File: config.mk
export PLATFORM = sky130hd
export DESIGN_NAME = detector_jogada
export DESIGN_NICKNAME = d
export VERILOG_FILES = /design/src/rtl/detector_jogada_pkg.sv /design/src/rtl/detector_jogada_sincronizador.sv /design/src/rtl/detector_jogada.sv
export SDC_FILE = /design/constraint.sdc
export NUM_CORES = 1
export LEC_CHECK = 0
export ABC_AREA = 1
export CAP_MARGIN = 0
export CORE_UTILIZATION = 50
export DETAILED_ROUTE_END_ITERATION = 16
export HOLD_SLACK_MARGIN = 0.02
export PLACE_DENSITY = 0.7
export SYNTH_ARGS = -nofsm -noshare
export SYNTH_HDL_FRONTEND = slang
export SYNTH_SLANG_ARGS = --single-unit
File: constraint.sdc
create_clock -name clock -period 3.2 [get_ports clock]
set_input_delay 0.8 -clock clock [delete_from_list [all_inputs] [get_ports clock]]
set_output_delay 0.8 -clock clock [all_outputs]
set_load 0.05 [all_outputs]
File: src/rtl/detector_jogada_pkg.sv
// Shared definitions for the play detector: state encoding seen by the control
// unit and the hexa7seg debug display, plus the one-hot test used on jogada.
package detector_jogada_pkg;

   typedef enum logic [3:0] {
      IDLE        = 4'd0,
      DEB_PRESS   = 4'd1,
      PRESSED     = 4'd2,
      DEB_RELEASE = 4'd3
   } estado_t;

   function automatic logic is_one_hot(input logic [3:0] v);
      return (v != 4'd0) && ((v & (v - 4'd1)) == 4'd0);
   endfunction

endpackage

File: src/rtl/detector_jogada_sincronizador.sv
// Per-bit two-flop synchroniser for asynchronous level inputs; async active-low reset.
module sincronizador_2ff #(
   parameter int WIDTH = 1
) (
   input  logic             clock,
   input  logic             reset,
   input  logic [WIDTH-1:0] d,
   output logic [WIDTH-1:0] q
);

   logic [WIDTH-1:0] meta;

   always_ff @(posedge clock or negedge reset) begin
      if (!reset) begin
         meta <= '0;
         q    <= '0;
      end else begin
         meta <= d;
         q    <= meta;
      end
   end

endmodule

File: src/rtl/detector_jogada.sv
// Synchronises and debounces the button bus and emits one play strobe per press,
// holding the accepted key pattern on jogada until the next accepted press.
module detector_jogada
   import detector_jogada_pkg::*;
#(
   parameter int DEBOUNCE_CYCLES = 50000
) (
   input  logic       clock,
   input  logic       reset,
   input  logic       habilita,
   input  logic [3:0] botoes,
   output logic       jogada_feita,
   output logic [3:0] jogada,
   output logic       jogada_valida,
   output logic [3:0] db_estado
);

   // DEBOUNCE_CYCLES must be at least 2 so the counter has a distinct terminal value.
   localparam int CNT_W = $clog2(DEBOUNCE_CYCLES);
   localparam logic [CNT_W-1:0] CNT_LAST = CNT_W'(DEBOUNCE_CYCLES - 1);

   logic [3:0]       sync;
   estado_t          state, state_next;
   logic [3:0]       candidate, candidate_next;
   logic [CNT_W-1:0] counter, counter_next;
   logic             load_jogada;

   sincronizador_2ff #(.WIDTH(4)) u_sync (
      .clock (clock),
      .reset (reset),
      .d     (botoes),
      .q     (sync)
   );

   always_ff @(posedge clock or negedge reset) begin
      if (!reset) begin
         state     <= IDLE;
         candidate <= 4'd0;
         counter   <= '0;
      end else begin
         state     <= state_next;
         candidate <= candidate_next;
         counter   <= counter_next;
      end
   end

   always_comb begin
      state_next     = state;
      candidate_next = candidate;
      counter_next   = counter;
      load_jogada    = 1'b0;
      case (state)
         IDLE: begin
            if (habilita && (sync != 4'd0)) begin
               candidate_next = sync;
               counter_next   = '0;
               state_next     = DEB_PRESS;
            end
         end
         DEB_PRESS: begin
            if (!habilita || (sync == 4'd0)) begin
               state_next = IDLE;
            end else if (sync != candidate) begin
               candidate_next = sync;
               counter_next   = '0;
            end else if (counter == CNT_LAST) begin
               load_jogada = 1'b1;
               state_next  = PRESSED;
            end else begin
               counter_next = counter + 1'b1;
            end
         end
         PRESSED: begin
            // Any non-zero change while held is the same physical press.
            if (sync == 4'd0) begin
               counter_next = '0;
               state_next   = DEB_RELEASE;
            end
         end
         DEB_RELEASE: begin
            if (sync != 4'd0) begin
               state_next = PRESSED;
            end else if (counter == CNT_LAST) begin
               state_next = IDLE;
            end else begin
               counter_next = counter + 1'b1;
            end
         end
         default: state_next = IDLE;
      endcase
   end

   // jogada_feita is a one-cycle strobe with no back-pressure: it rises in the
   // cycle jogada first holds a new press and the consumer must take it then.
   always_ff @(posedge clock or negedge reset) begin
      if (!reset) begin
         jogada_feita  <= 1'b0;
         jogada        <= 4'd0;
         jogada_valida <= 1'b0;
      end else begin
         jogada_feita <= load_jogada;
         if (load_jogada) begin
            jogada        <= candidate;
            jogada_valida <= is_one_hot(candidate);
         end
      end
   end

   assign db_estado = state;

endmodule

==> results of run 1 <==
-- routing by layer --
| metal | up-vias | global-route usage (%) | share of wire (%) |
|---|---|---|---|
| met1 | 671 | 25.4 | 52 |
| met5 | - | 0 | 0 |
| li1 | 800 | - | - |
| met3 | 6 | 5.17 | 3.3 |
| met4 | 0 | 7.34 | 1.7 |
| met2 | 22 | 27.4 | 43 |
-- final cells by class --
| type | count | area [µm²] |
|---|---|---|
| inverter | 39 | 159 |
| tap | 48 | 60.1 |
| clock buffer | 5 | 68.8 |
| fill | 345 | 1480 |
| timing repair buffer | 14 | 135 |
| clock inverter | 3 | 23.8 |
| multi-input combinational | 172 | 945 |
| sequential | 36 | 901 |
-- registers in the layout, indices dropped and copies added (netlist names) --
signal	cells
u_sync.q	4
db_estado	2
candidate	4
jogada_valida	1
u_sync.meta	4
jogada_feita	1
counter	16
jogada	4
-- power by group --
group | internal, mW | leakage [nW] | switching, mW
logic | 0.195 | 0.637 | 0.375
registers | 0.515 | 0.470 | 0.0672
clock network | 0.154 | 0.0404 | 0.170
total | 0.863 | 1.15 | 0.612
-- cell families after synthesis --
group	share of synthesized area, %
and+or+nand+nor	38.0
buffers and inverters	9.53
AOI/OAI and AO/OA	5.65
xor gates and xnor gates	1.72
other	0.184
DFF	44.3
adders and majority gates	0.615
-- metrics by stage --
stage / hold slack, ns / utilization [%] / instances
after CTS: 0.354 / 60.8 / 317
after global routing: 0.360 / 60.8 / 317
after global placement: 0.331 / 58.3 / 309
after floorplan: 0.331 / - / 250
after detailed placement: 0.336 / 58.3 / 309
final: 0.350 / 60.8 / 317
-- final timing paths --
path	slack [ns]	cells past startpoint	end	from
setup / recovery	0.78	1	db_estado[1]	db_estado[1]
hold / removal	0.35	0	u_sync.q[3]	u_sync.meta[3]
setup reg to reg	1.57	9	counter[2]	counter[0]
hold reg to reg	0.35	0	u_sync.q[3]	u_sync.meta[3]
max in group asynchronous	2.14	1	counter[13]	reset
min in group asynchronous	0.58	1	u_sync.meta[3]	reset
-- Yosys cell counts, drive strengths merged --
| master | count |
|---|---|
| clkinv | 1 |
| a21oi | 4 |
| inv | 38 |
| nor2 | 41 |
| buf | 3 |
| nor3 | 5 |
| and3 | 2 |
| dfrtp | 36 |
| a31oi | 1 |
| nand3 | 15 |
| ha | 1 |
| conb | 1 |
| nand2 | 78 |
| xnor2 | 4 |
| o21ai | 14 |
| nand4 | 5 |
==> impl_metrics.json, run 1 <==
{
  "outcome": "finished, final reports clean",
  "final_common_cell": "nand2_1",
  "worstSetupPathType": "reg -> out",
  "synth_top_area_share_pct": 44.3,
  "ys_ff_latch": 36,
  "grt_pass1_wl_um": 5980,
  "slew_headroom_pct": 49.2,
  "dr.pass1.iters": 4,
  "antenna_cells": 0,
  "final.setup.tns_ns": 0,
  "syn_area_um2": 2040,
  "finalCritPeriodShare_pct": 75.6,
  "pre_cts_ws_ns": 0.920,
  "ys_seq_area_share_pct": 44.3,
  "start_util_pct": 54.0,
  "root_buffer": "clkbuf_8",
  "cap_violations": 0,
  "die_y_um": 65.8,
  "worstPathRequired_ns": 2.40,
  "post_cts.repair.setup_buffers": 0,
  "finalClockSkew_ns": 0.00464,
  "route.detailed.drc": 0,
  "min_path_type": "reg -> reg",
  "die_w_um": 65.8,
  "finalHoldViolations": 0,
  "cts_tree": "built",
  "io_pins": 17,
  "cts_buffers": 5,
  "ant_nets": 0,
  "clock_latency_ns": 0.29,
  "crit_fanout": 6,
  "cp_cell_sequence": "clkdlybuf4s50_1",
  "synth_area_leaders": "dfrtp_1, nand2_1, inv_1, nand2_2, nor2_1",
  "nets": 276,
  "fin_ws_ns": 0.779,
  "fmax_ghz": 0.413,
  "leakagePower_nw": 1.15,
  "clock-sinks": 36,
  "path_buf_inv": 1,
  "maxSlewViolCount": 0,
  "final_cell_mix": "nand2_1, dfrtp_1, inv_1",
  "ir_worst_vdd_mv": 0.327,
  "worstMarginPinSlew_ns": 0.762,
  "ys_types": 28,
  "ys_warn_count": 0,
  "dieArea_um2": 4330,
  "drtIter0Drc": 66,
  "fin_crit_ns": 2.42,
  "core.rowCount": 22,
  "via_per_inst": 4.73,
  "grt_pass1_vias": 1346,
  "vias": 1499,
  "grt_overflow": 0,
  "final-setup-viol-count": 0,
  "rsz0062_at_grt": "false",
  "core_area_um2": 3770,
  "hpwl_um": 2500,
  "area_growth_pct": 12.6,
  "cts_max_level": 2,
  "wirelength_um": 3290,
  "powerDensity_nw_per_um2": 644,
  "cpPeakStageDelay_ns": 0.85,
  "cpLargestDelayFamily": "buffers and inverters",
  "final_layout_size_suffix_gt1_share_pct": 22.3,
  "final_area_um2": 2290,
  "crit_path_start_kind": "flop",
  "avgSynthCellArea_um2": 8.18,
  "cts_resized": 0,
  "clockBufferDepth": 2,
  "path_clk_slew_ns": 0.08,
  "finalPower_mw": 1.48,
  "grt_max_degree": 37,
  "port_buffers": 14,
  "place_area_um2": 2200,
  "cpMaxStageDelayCell": "clkdlybuf4s50_1",
  "synth_cells": 249,
  "hold_buffers": 0,
  "critPathArrivalTime_ns": 1.62,
  "synth_area_leader_cell": "dfrtp_1",
  "place_congestion": 0.787,
  "antenna_found_initial": 0,
  "critPathCaptureType": "output pin",
  "wl_per_cell_um": 10.4,
  "grt_use_total_pct": 18.5
}
Note: power is estimated with default switching activity, not from simulation.
==> run 2, diff against run 1 <==
==> constraint.sdc (replaced) <==
create_clock -name clock -period 2.3 [get_ports clock]
set_input_delay 0.575 -clock clock [delete_from_list [all_inputs] [get_ports clock]]
set_output_delay 0.575 -clock clock [all_outputs]
set_load 0.05 [all_outputs]
==> run 2 against run 1 <==
Compared with the run above: die area did not move; worst setup slack got worse by 0.70 ns; core utilization did not move; sequential power rose by 40%; design area did not move; sequential share of layout area did not move; clock power rose by 40%; global-route usage rose by 0.72 points; routed wire length rose by 2.5%; clock skew rose by 0.0015 ns; final cell count did not move; power rose by 39%; critical path type unchanged; largest cell class unchanged; highest routed layer unchanged.
==> impl_metrics.json, run 2 (synthesis gave the netlist of run 1 again) <==
{
  "comb_power_share_pct": 38.7,
  "final_cell_mix": "nand2_1, dfrtp_1, inv_1",
  "p_sw_mw": 0.857,
  "drtIter0Drc": 90,
  "io_pins": 17,
  "crit_fanout": 6,
  "core_area_um2": 3770,
  "finalPower_mw": 2.06,
  "grt_pass1_wl_um": 6210,
  "final-setup-viol-count": 0,
  "leakagePower_nw": 1.15,
  "hpwl_um": 2530,
  "final.setup.tns_ns": 0,
  "cpPeakStageDelay_ns": 0.86,
  "dr.pass1.iters": 4,
  "pwr-share-clk_pct": 21.9,
  "fin_ws_ns": 0.0768,
  "powerDensity_nw_per_um2": 898,
  "port_buffers": 14,
  "ant_nets": 0,
  "path_clk_slew_ns": 0.07,
  "nets": 276,
  "r2r-end": "counter[2]",
  "wirelength_um": 3370,
  "cts_max_level": 2,
  "largest-register": "counter",
  "area_growth_pct": 12.6,
  "crit_path_start_kind": "flop",
  "cp_cell_sequence": "clkdlybuf4s50_1",
  "antenna_cells": 0,
  "cts_resized": 0,
  "hold_buffers": 0,
  "path_buf_inv": 1,
  "antenna_found_initial": 0,
  "clockBufferDepth": 2,
  "worstMarginPinSlew_ns": 0.769,
  "die_w_um": 65.8,
  "finalCritPeriodShare_pct": 96.7,
  "wl_per_cell_um": 10.6,
  "grt_overflow": 0,
  "maxSlewViolCount": 0,
  "fillCellCount": 355,
  "grt_max_degree": 37,
  "ir_worst_vdd_mv": 0.503,
  "cts_tree": "built",
  "fin_crit_ns": 2.22,
  "worstPathRequired_ns": 1.73,
  "cap_violations": 0,
  "finalHoldViolations": 0,
  "start_util_pct": 54.0,
  "min_path_type": "in -> async",
  "r2r_cells": 9,
  "grt_pass1_vias": 1415,
  "post_cts.repair.setup_buffers": 0,
  "grt_use_total_pct": 19.2,
  "pwr-share-seq_pct": 39.4,
  "finalClockSkew_ns": 0.00613,
  "cpMaxStageDelayCell": "clkdlybuf4s50_1",
  "cpLargestDelayFamily": "buffers and inverters",
  "final_common_cell": "nand2_1",
  "critPathCaptureType": "output pin",
  "cts_buffers": 5,
  "vias": 1521,
  "place_congestion": 0.787,
  "final_layout_size_suffix_gt1_share_pct": 22.3,
  "clock_latency_ns": 0.29,
  "largest_reg_flops": 16,
  "dieArea_um2": 4330,
  "via_per_inst": 4.80,
  "worstSetupPathType": "reg -> out",
  "fmax_ghz": 0.450,
  "final_cells": 317,
  "pre_cts_ws_ns": 0.255,
  "rsz0062_at_grt": "false",
  "die_y_um": 65.8,
  "outcome": "finished, final reports clean",
  "reg2reg_setup_slack_ns": 0.64,
  "core.rowCount": 22,
  "p_int_mw": 1.20,
  "clock-sinks": 36,
  "route.detailed.drc": 0,
  "root_buffer": "clkbuf_8",
  "slew_headroom_pct": 48.7,
  "critPathArrivalTime_ns": 1.65,
  "placed_cells": 309,
  "reg2reg_from": "counter[0]",
  "swShare_pct": 41.6
}
==> run 2: cell counts in the layout (fill, tap and decap cells not counted) <==
Identical to the previous run, type by type.
==> run 2: power groups by stage <==
| stage | Sequential [mW] | Combinational (mW) | Clock (mW) |
|---|---|---|---|
| 4_1_cts | 0.810 | 0.801 | 0.468 |
| 5_1_grt | 0.827 | 0.893 | 0.491 |
| 6_report | 0.812 | 0.795 | 0.451 |
| 2_1_floorplan | 0.864 | 0.638 | 0 |
| 3_3_place_gp | 0.821 | 0.785 | 0 |
| 3_5_place_dp | 0.821 | 0.798 | 0 |
==> run 2: layer usage <==
layer / vias up / global-route usage, % / wire, µm
met4: 0 / 8.97 / 51
met5: - / 0 / 0
li1: 798 / - / -
met1: 689 / 26.2 / 1720
met3: 5 / 5.34 / 131
met2: 29 / 28.2 / 1460
==> run 2: per-stage QoR <==
| stage | utilization [%] | hold WS, ns | cell area, µm² |
|---|---|---|---|
| after detailed placement | 58.3 | 0.335 | 2200 |
| final | 60.8 | 0.349 | 2290 |
| after floorplan | - | 0.279 | 2040 |
| after global placement | 58.3 | 0.331 | 2200 |
| after global routing | 60.8 | 0.360 | 2290 |
| after CTS | 60.8 | 0.353 | 2290 |
==> run 2: how the worst max path moves through the flow <==
stage / startpoint / to / slack [ns] / cells after the start
2_1_floorplan: db_estado[1] / counter[14] / 0.66 / 8
3_3_place_gp: habilita / counter[7] / 0.27 / 7
3_5_place_dp: habilita / counter[8] / 0.26 / 7
4_1_cts: db_estado[1] / db_estado[1] / 0.08 / 1
5_1_grt: db_estado[1] / db_estado[1] / 0.03 / 1
6_report: db_estado[1] / db_estado[1] / 0.08 / 1
==> run 2: final cells by class <==
type | instances | area (µm²) | area share [%]
Clock buffer | 5 | 68.8 | 3.00
Timing Repair Buffer | 14 | 135 | 5.90
Clock inverter | 3 | 23.8 | 1.04
Tap cell | 48 | 60.1 | 2.62
Multi-Input combinational cell | 172 | 945 | 41.2
Sequential cell | 36 | 901 | 39.3
Inverter | 39 | 159 | 6.93
==> run 3, diff against run 2 <==
--- a/config.mk
+++ b/config.mk
@@ -6,11 +6,12 @@
 export NUM_CORES = 1
 export LEC_CHECK = 0
 export ABC_AREA = 1
-export CAP_MARGIN = 0
 export CORE_UTILIZATION = 50
 export DETAILED_ROUTE_END_ITERATION = 16
 export HOLD_SLACK_MARGIN = 0.02
-export PLACE_DENSITY = 0.7
+export MAX_ROUTING_LAYER = met4
+export PLACE_DENSITY = 0.71
 export SYNTH_ARGS = -nofsm -noshare
 export SYNTH_HDL_FRONTEND = slang
+export SYNTH_HIERARCHICAL = 1
 export SYNTH_SLANG_ARGS = --single-unit
==> run 3 against run 2 <==
Compared with the run above: hold slack worse by 0.00089 ns; clock power is 2% higher; synthesized area is 4.3% lower; critical path depth stayed put; global-route usage is 1.9 points higher; sequential power is 3.8% higher; worst setup slack better by 0.095 ns; synthesized cell count is 8.0% higher; die area is 4.2% lower; clock skew is 0.0039 ns higher; core utilization is 0.54 points lower; critical endpoint is now db_estado[0].
==> impl_metrics.json, run 3 <==
{
  "ys_async_sr_fraction_pct": 100,
  "synth_area_leader_cell": "dfrtp_1",
  "clockBufferDepth": 2,
  "leakagePower_nw": 1.12,
  "crit_fanout": 5,
  "cts_buffers": 5,
  "path_buf_inv": 1,
  "synth_area_leaders": "dfrtp_1, nand2_1, nor2_1, inv_1, nand3_1",
  "cts_resized": 0,
  "area_growth_pct": 14.1,
  "core.rowCount": 22,
  "critPathArrivalTime_ns": 1.55,
  "p_sw_mw": 0.723,
  "synth_flop_cell": "dfrtp_1",
  "crit_path_start_kind": "flop",
  "r2r-end": "jogada[0]",
  "final_layout_size_suffix_gt1_share_pct": 8.62,
  "outcome": "finished, final reports clean",
  "netlist_top_cells_count": "nand2_1, nor2_1, dfrtp_1",
  "synth_top_family_by_area": "simple AND/OR/NAND/NOR gates",
  "grt_max_degree": 37,
  "final_common_cell": "nand2_1",
  "synth_cells": 269,
  "clock_latency_ns": 0.29,
  "avgSynthCellArea_um2": 7.24,
  "clock-sinks": 36,
  "min_path_type": "reg -> reg",
  "io_pins": 17,
  "nets": 297,
  "finalCritPeriodShare_pct": 92.5,
  "reg2reg_from": "counter[0]",
  "finalPower_mw": 1.92,
  "worstSetupPathDepth": 1,
  "final.setup.tns_ns": 0,
  "die_w_um": 64.4,
  "via_per_inst": 4.79,
  "powerDensity_nw_per_um2": 866,
  "finalHoldViolations": 0,
  "synth_top_area_share_pct": 46.2,
  "worstMarginPinSlew_ns": 0.767,
  "whs_ns": 0.348,
  "cp_cell_sequence": "clkdlybuf4s50_1",
  "ys_ff_latch": 36,
  "endpoint": "db_estado[0]",
  "r2r_cells": 8,
  "synth_compound_area_share_pct": 3.40,
  "place_congestion": 0.893,
  "maxSlewViolCount": 0,
  "synth_edf_count": 0,
  "cpPeakStageDelay_ns": 0.83,
  "largest_reg_flops": 16,
  "fmax_ghz": 0.470,
  "reg2reg_setup_slack_ns": 0.70,
  "synth_xor_area_share_pct": 2.70,
  "post_cts.repair.setup_buffers": 0,
  "critPathCaptureType": "output pin",
  "startpoint": "db_estado[0]",
  "port_buffers": 14,
  "route.detailed.drc": 0,
  "start_util_pct": 52.8,
  "final_cell_mix": "nand2_1, nor2_1, dfrtp_1",
  "grt_use_total_pct": 21.2,
  "cts_tree": "built",
  "cpLargestDelayFamily": "buffers and inverters",
  "hold_buffers": 0,
  "p_int_mw": 1.20,
  "syn_area_um2": 1950,
  "hpwl_um": 2600,
  "dieArea_um2": 4150,
  "fin_crit_ns": 2.13,
  "ys_warn_count": 6,
  "grt_pass1_wl_um": 6550,
  "utilization_pct": 60.2,
  "ys_types": 28,
  "wirelength_um": 3480,
  "root_buffer": "clkbuf_8",
  "comb_power_share_pct": 32.2,
  "pwr-share-clk_pct": 23.9,
  "core_area_um2": 3690,
  "wl_per_cell_um": 10.3,
  "path_clk_slew_ns": 0.07,
  "synthMuxAreaShare_pct": 0,
  "ir_worst_vdd_mv": 0.494,
  "worstPathRequired_ns": 1.73,
  "die_y_um": 64.4,
  "vias": 1618,
  "cts_max_level": 2,
  "synth_most_common_cell": "nand2_1",
  "swShare_pct": 37.6,
  "pwr-share-seq_pct": 43.8,
  "antenna_found_initial": 0,
  "ant_nets": 0,
  "drtIter0Drc": 94,
  "cpMaxStageDelayCell": "clkdlybuf4s50_1",
  "dr.pass1.iters": 4,
  "rsz0062_at_grt": "false",
  "finalClockSkew_ns": 0.00999,
  "final-setup-viol-count": 0,
  "largest-register": "counter",
  "synthSimpleGateAreaFrac_pct": 38.7,
  "slew_headroom_pct": 48.9,
  "grt_pass1_vias": 1510,
  "grt_overflow": 0,
  "cap_violations": 0,
  "worstSetupPathType": "reg -> out",
  "antenna_cells": 0,
  "synth_fa_ha_area_share_pct": 0.642,
  "ys_seq_area_share_pct": 46.2
}
## run 3: metrics by stage
stage                     cells  cell area (µm²)  setup WS, ns
final                       338             2220         0.172
after global routing        338             2220         0.119
after CTS                   338             2220         0.158
after detailed placement    330             2130         0.222
after global placement      330             2130         0.241
after floorplan             270             1950         0.696
## run 3: logic make-up (layout without fill, tap and decap cells)
family	Yosys count	count (layout)
AND/OR/NAND/NOR	176	176
XOR/XNOR	6	6
other	1	2
AO/OA/AOI/OAI	11	11
buffers and inverters	38	58
flip-flops	36	36
adder cells (fa/ha/maj)	1	1
## run 3: layer usage
| metal | vias to the layer above | GRT usage [%] | part of all wire, % | wire [µm] |
|---|---|---|---|---|
| met5 | - | - | 0 | 0 |
| met4 | 0 | 6.94 | 1.2 | 40 |
| met3 | 4 | 5.28 | 4.4 | 153 |
| met2 | 26 | 31.6 | 42 | 1470 |
| met1 | 723 | 28.3 | 52 | 1810 |
| li1 | 865 | - | - | - |
## run 3: layout make-up
type / instances / area (µm²)
clock buffers: 7 / 86.3
clock inverters: 1 / 7.51
fillers: 366 / 1470
inverters: 35 / 131
multi-input cells: 196 / 893
flip-flops and latches: 36 / 901
well taps: 48 / 60.1
repair buffers: 15 / 143
## run 3: worst min-delay path by stage
stage / endpoint / slack (ns) / cells after the start / from
after floorplan: candidate[0] / 0.28 / 0 / reset
after global placement: u_sync/q[1] / 0.33 / 0 / u_sync/meta[1]
after detailed placement: u_sync/q[3] / 0.33 / 0 / u_sync/meta[3]
after CTS: u_sync/q[3] / 0.35 / 0 / u_sync/meta[3]
after global routing: u_sync/q[1] / 0.36 / 0 / u_sync/meta[1]
final: u_sync/q[2] / 0.35 / 0 / u_sync/meta[2]
## run 3: power groups by stage
stage                     registers [mW]  clock network (mW)  logic [mW]
after floorplan                    0.890                   0       0.447
after global placement             0.856                   0       0.617
after detailed placement           0.855                   0       0.623
after CTS                          0.843               0.478       0.626
after global routing               0.864               0.508       0.716
final                              0.843               0.461       0.620
==> patch 1: new RTL, config.mk and constraints of run 2 <==
Reset style: synchronous (`reset`), changed in 3 clocked blocks. Comments in the files are not updated.
--- a/src/rtl/detector_jogada_sincronizador.sv
+++ b/src/rtl/detector_jogada_sincronizador.sv
@@ -10,7 +10,7 @@
 
    logic [WIDTH-1:0] meta;
 
-   always_ff @(posedge clock or negedge reset) begin
+   always_ff @(posedge clock) begin
       if (!reset) begin
          meta <= '0;
          q    <= '0;
--- a/src/rtl/detector_jogada.sv
+++ b/src/rtl/detector_jogada.sv
@@ -32,7 +32,7 @@
       .q     (sync)
    );
 
-   always_ff @(posedge clock or negedge reset) begin
+   always_ff @(posedge clock) begin
       if (!reset) begin
          state     <= IDLE;
          candidate <= 4'd0;
@@ -92,7 +92,7 @@
 
    // jogada_feita is a one-cycle strobe with no back-pressure: it rises in the
    // cycle jogada first holds a new press and the consumer must take it then.
-   always_ff @(posedge clock or negedge reset) begin
+   always_ff @(posedge clock) begin
       if (!reset) begin
          jogada_feita  <= 1'b0;
          jogada        <= 4'd0;
Function: differs if reset is asserted again (counterexample within 4 cycles, from zero or initial values and one cycle with reset low); with reset held inactive, the same outputs for 10 cycles.
==> patch 1 against run 2 <==
  * Count of clock-buffer cells in the layout stayed put
  * Non-clock buffer count up 1
  * Setup slack improved by 120 ps
  * Synthesized area decreased by 5.0%
  * Largest power group unchanged
  * Sequential cell count stayed put
  * Cell area fell by 3.7%
  * Power down 15%
  * Routed wire length rose by 1.8%
  * Maximum frequency increased by 5.6%
==> patch 1: results (changes against run 2) <==
STA
  • Setup Skew: 7.68 ps (+1.56 ps)
  • Worst hold slack: 415 ps (+65.2 ps)
  • Worst-Margin Slew: 500 ps (-269 ps)
  • Final Cycle Share: 91.5% (-5.2 points)

Layout
  • Max FFs per register: 16 (unchanged)
  • FF+latch count: 36 (unchanged)
  • Nets@finish: 307 (+11%)
  • Comb_multi_in: 192 (+12%)
  • Clk tree area frac: 3.97% (-0.071 points)
  • Sequential cell area share: 32.7% (-6.6 points)
  • Ratio of cells with drive above 1 in the final layout: 13.2% (-9.1 points)
  • Fillers: 362 (+2.0%)
  • Buffering overhead: 6.69% (+0.79 points)
  • Non-clk invs: 45 (+15%)
  • Count of plain and timing-repair buffers: 15 (+1)
  • Multi-input combinational area share: 46.0% (+4.8 points)

Pwr
  • Seq pwr: 0.000715 W (-12%)
  • Seq pwr share: 40.9% (+1.5 points)
  • Clock power frac: 25.0% (+3.1 points)
  • P_leak: 1.00 nW (-13%)
  • Maximum VDD drop: 579 uV (+15%)
  • Internal power: 0.00109 W (-9.3%)

Status
  • Outcome: completed

Yosys
  • Fraction of registers with async set/reset: 0% (-100 points)
  • Netlist cell types: 36 (+29%)
  • Largest cells by area after synthesis: dfxtp_1, nand2_1, inv_1
  • Sequential area share after synthesis: 37.3% (-7.0 points)

GRT
  • Vias in the first global route: 1417 (+0.14%)
  • First-pass GRT wire length: 6170 um (-0.68%)
  • Largest net degree at the start of global routing: 20 (-46%)
  • GRT Total Usage: 19.1% (-0.11 points)

Place
  • IO Port Bufs: 14 (unchanged)
  • Dpl ws: 364 ps (+108 ps)
  • Gp weighted congestion: 0.817 (+3.9%)
  • Post-DP HPWL: 2580 um (+1.9%)

Critical path
  • Crit path DAT: 1530 ps (-120 ps)
  • Crit path largest cell delay: 840 ps (-20 ps)
  • Worst-path fanout max: 5 (-1)
  • R2R setup slack: 510 ps (-130 ps)
  • CP delay by family, top: buffers and inverters

Drt
  • Vias after detailed routing: 1608 (+5.7%)
  • WL/cell: 9.97 um (-6.2%)
  • Initial drt markers: 73 (-19%)

Clocking
  • Postcts setup bufs: 0 (unchanged)
  • Clk slew on worst S/H paths: 70 ps (about the same)

Min path
  • Tightest Hold Check Type: flop to flop
## patch 1: routing by layer
layer  global-route usage (%)  routed length, um
met5                        0                  0
met2                     30.1               1440
met3                     4.82                134
met4                     7.50                 60
met1                     25.0               1790
## patch 1: cell families (layout without fill, tap and decap cells)
kind of cell	Yosys count	after routing	synth area share, %
DFF	36	36	37.3
AOI/OAI and AO/OA	29	29	8.47
adders and majority gates	5	5	3.23
and+or+nand+nor	153	153	39.0
other	1	2	0.194
xor gates and xnor gates	3	3	1.36
buffers and inverters	49	68	10.5
## patch 1: worst paths after layout
kind                            cells after the start           end           start
worst min register to register                      2   u_sync.q[3]  u_sync.meta[3]
worst min-delay path                                2   u_sync.q[3]  u_sync.meta[3]
worst max register to register                      9   counter[15]    db_estado[1]
worst max-delay path                                1  db_estado[1]    db_estado[1]
## patch 1: stage by stage
stage	area (sq um)	utilization, %	cells
after CTS	2210	59.8	344
final	2210	59.8	344
after floorplan	1940	-	277
after detailed placement	2120	57.5	336
after global placement	2120	57.5	336
after global routing	2210	59.8	344
==> patch 2: new RTL, config.mk and constraints of run 2 <==
Made on the original files. Set the parameter `DEBOUNCE_CYCLES` to 12500 (it was 50000).
--- a/src/rtl/detector_jogada.sv
+++ b/src/rtl/detector_jogada.sv
@@ -3,7 +3,7 @@
 module detector_jogada
    import detector_jogada_pkg::*;
 #(
-   parameter int DEBOUNCE_CYCLES = 50000
+   parameter int DEBOUNCE_CYCLES = 12500
 ) (
    input  logic       clock,
    input  logic       reset,
Formal check against the unedited RTL: no difference found for any inputs over 10 cycles, from zero or initial values and one cycle with reset low; that may be too few to reach the edited logic, so the function may still have changed.
==> patch 2 against run 2 <==
  * Sequential cell count is 2 lower
  * Non-clock buffer count is 1 higher
  * Combinational power is 22% lower
  * Die area is 5.6% lower
  * Cell area is 2.7% lower
  * Clock power is 52% higher
  * Sequential share of layout area is 1.1 points lower
  * Global-route usage is 2.1 points higher
  * Synthesized area is 5.8% lower
  * Setup slack worse by 3.7 ps
  * Routed wire length is 7.4% higher
  * Final cell count is 0.95% higher
  * Power is 3.8% higher
  * Critical endpoint is now db_estado[0]
  * Largest power group unchanged
==> patch 2: results (changes against run 2) <==
Status
  • Outcome: completed

GRT
  • First-pass GRT wire length: 6590 um (+6.1%)
  • Vias in the first global route: 1496 (+5.7%)
  • GRT Total Usage: 21.4% (+2.1 points)
  • Largest net degree at the start of global routing: 35 (-5.4%)

Place
  • Placed cell area: 2090 sq um (-5.1%)
  • Post-DP HPWL: 2550 um (+0.75%)
  • Gp weighted congestion: 0.818 (+3.9%)
  • Dpl cells: 312 (+0.97%)
  • IO Port Bufs: 14 (unchanged)
  • Dpl ws: 194 ps (-61.0 ps)

Min path
  • Hold depth: 0
  • Tightest Hold Check Type: flop to flop

Clocking
  • Clk slew on worst S/H paths: 70 ps (about the same)

Pwr
  • Internal power: 0.00136 W (+13%)
  • Maximum VDD drop: 604 uV (+20%)
  • Clock power frac: 32.1% (+10 points)
  • P_leak: 1.11 nW (-2.9%)
  • Seq pwr share: 39.0% (-0.4 points)
  • Clk. pwr: 0.000685 W (+52%)

Critical path
  • Crit-path slowest cell: clkdlybuf4s50_1
  • R2R Path End: db_estado[0]
  • R2R setup slack: 620 ps (-20 ps)
  • Worst-path fanout max: 7 (+1)
  • R2R depth: 10 (+1)
  • CP startpoint: db_estado[0]
  • Worst Setup EP: db_estado[0]

Drt
  • WL/cell: 11.3 um (+6.4%)
  • Via density: 4.94 (+3.0%)
  • Initial drt markers: 135 (+50%)
  • Pre-antenna DRT Iters: 4 (unchanged)

Yosys
  • Post-Synth XOR/XNOR Area: 1.83% (+0.11 points)
  • Netlist cell types: 29 (+3.6%)
  • Largest cells by area after synthesis: dfrtp_1, nand2_1, inv_1
  • Post-synthesis compound-gate area fraction: 3.39% (-2.3 points)
  • Sequential area share after synthesis: 44.4% (+0.10 points)
  • Post-synthesis adder-cell area fraction: 0.652% (+0.038 points)
  • Top post-synthesis cells by count: nand2_1, dfrtp_1, inv_1, nor2_1, nand3_1
  • Syn Inst Count: 253 (+1.6%)

Layout
  • Final non-filler cell total: 320 (+0.95%)
  • Nets@finish: 279 (+1.1%)
  • Max FFs per register: 14 (-2)
  • Ratio of cells with drive above 1 in the final layout: 11.0% (-11 points)

STA
  • Worst hold slack: 349 ps (+0.0430 ps)
  • Setup Skew: 2.91 ps (-3.21 ps)
  • Final Cycle Share: 96.8% (+0.16 points)
==> patch 2: changes by cell type in the layout (fill, tap and decap cells not counted), sizes merged, moves of 2 or more <==
cell and delta:
o21ai -5, clkinvlp -2, clkinv -2, dfrtp -2, and3 -2, nor2 -6, nand3 +11, nand4 +5
inv -3, bufinv +2, nand2 +6, a21oi -3
==> patch 2: per-layer routing <==
| layer | global-route usage (%) | vias to the layer above | part of all wire (%) |
|---|---|---|---|
| met5 | 0 | - | 0 |
| met4 | 9.94 | 0 | 1.7 |
| met3 | 5.54 | 5 | 3.5 |
| met2 | 33.4 | 25 | 46 |
| met1 | 27.6 | 728 | 48 |
| li1 | - | 824 | - |
==> patch 2: layout make-up <==
class	instances	area, sq um
Clock buffer	6	82.6
Clock inverter	2	60.1
Fill cell	366	1430
Inverter	35	131
Multi-Input combinational cell	180	897
Sequential cell	34	851
Tap cell	48	60.1
Timing Repair Buffer	15	148
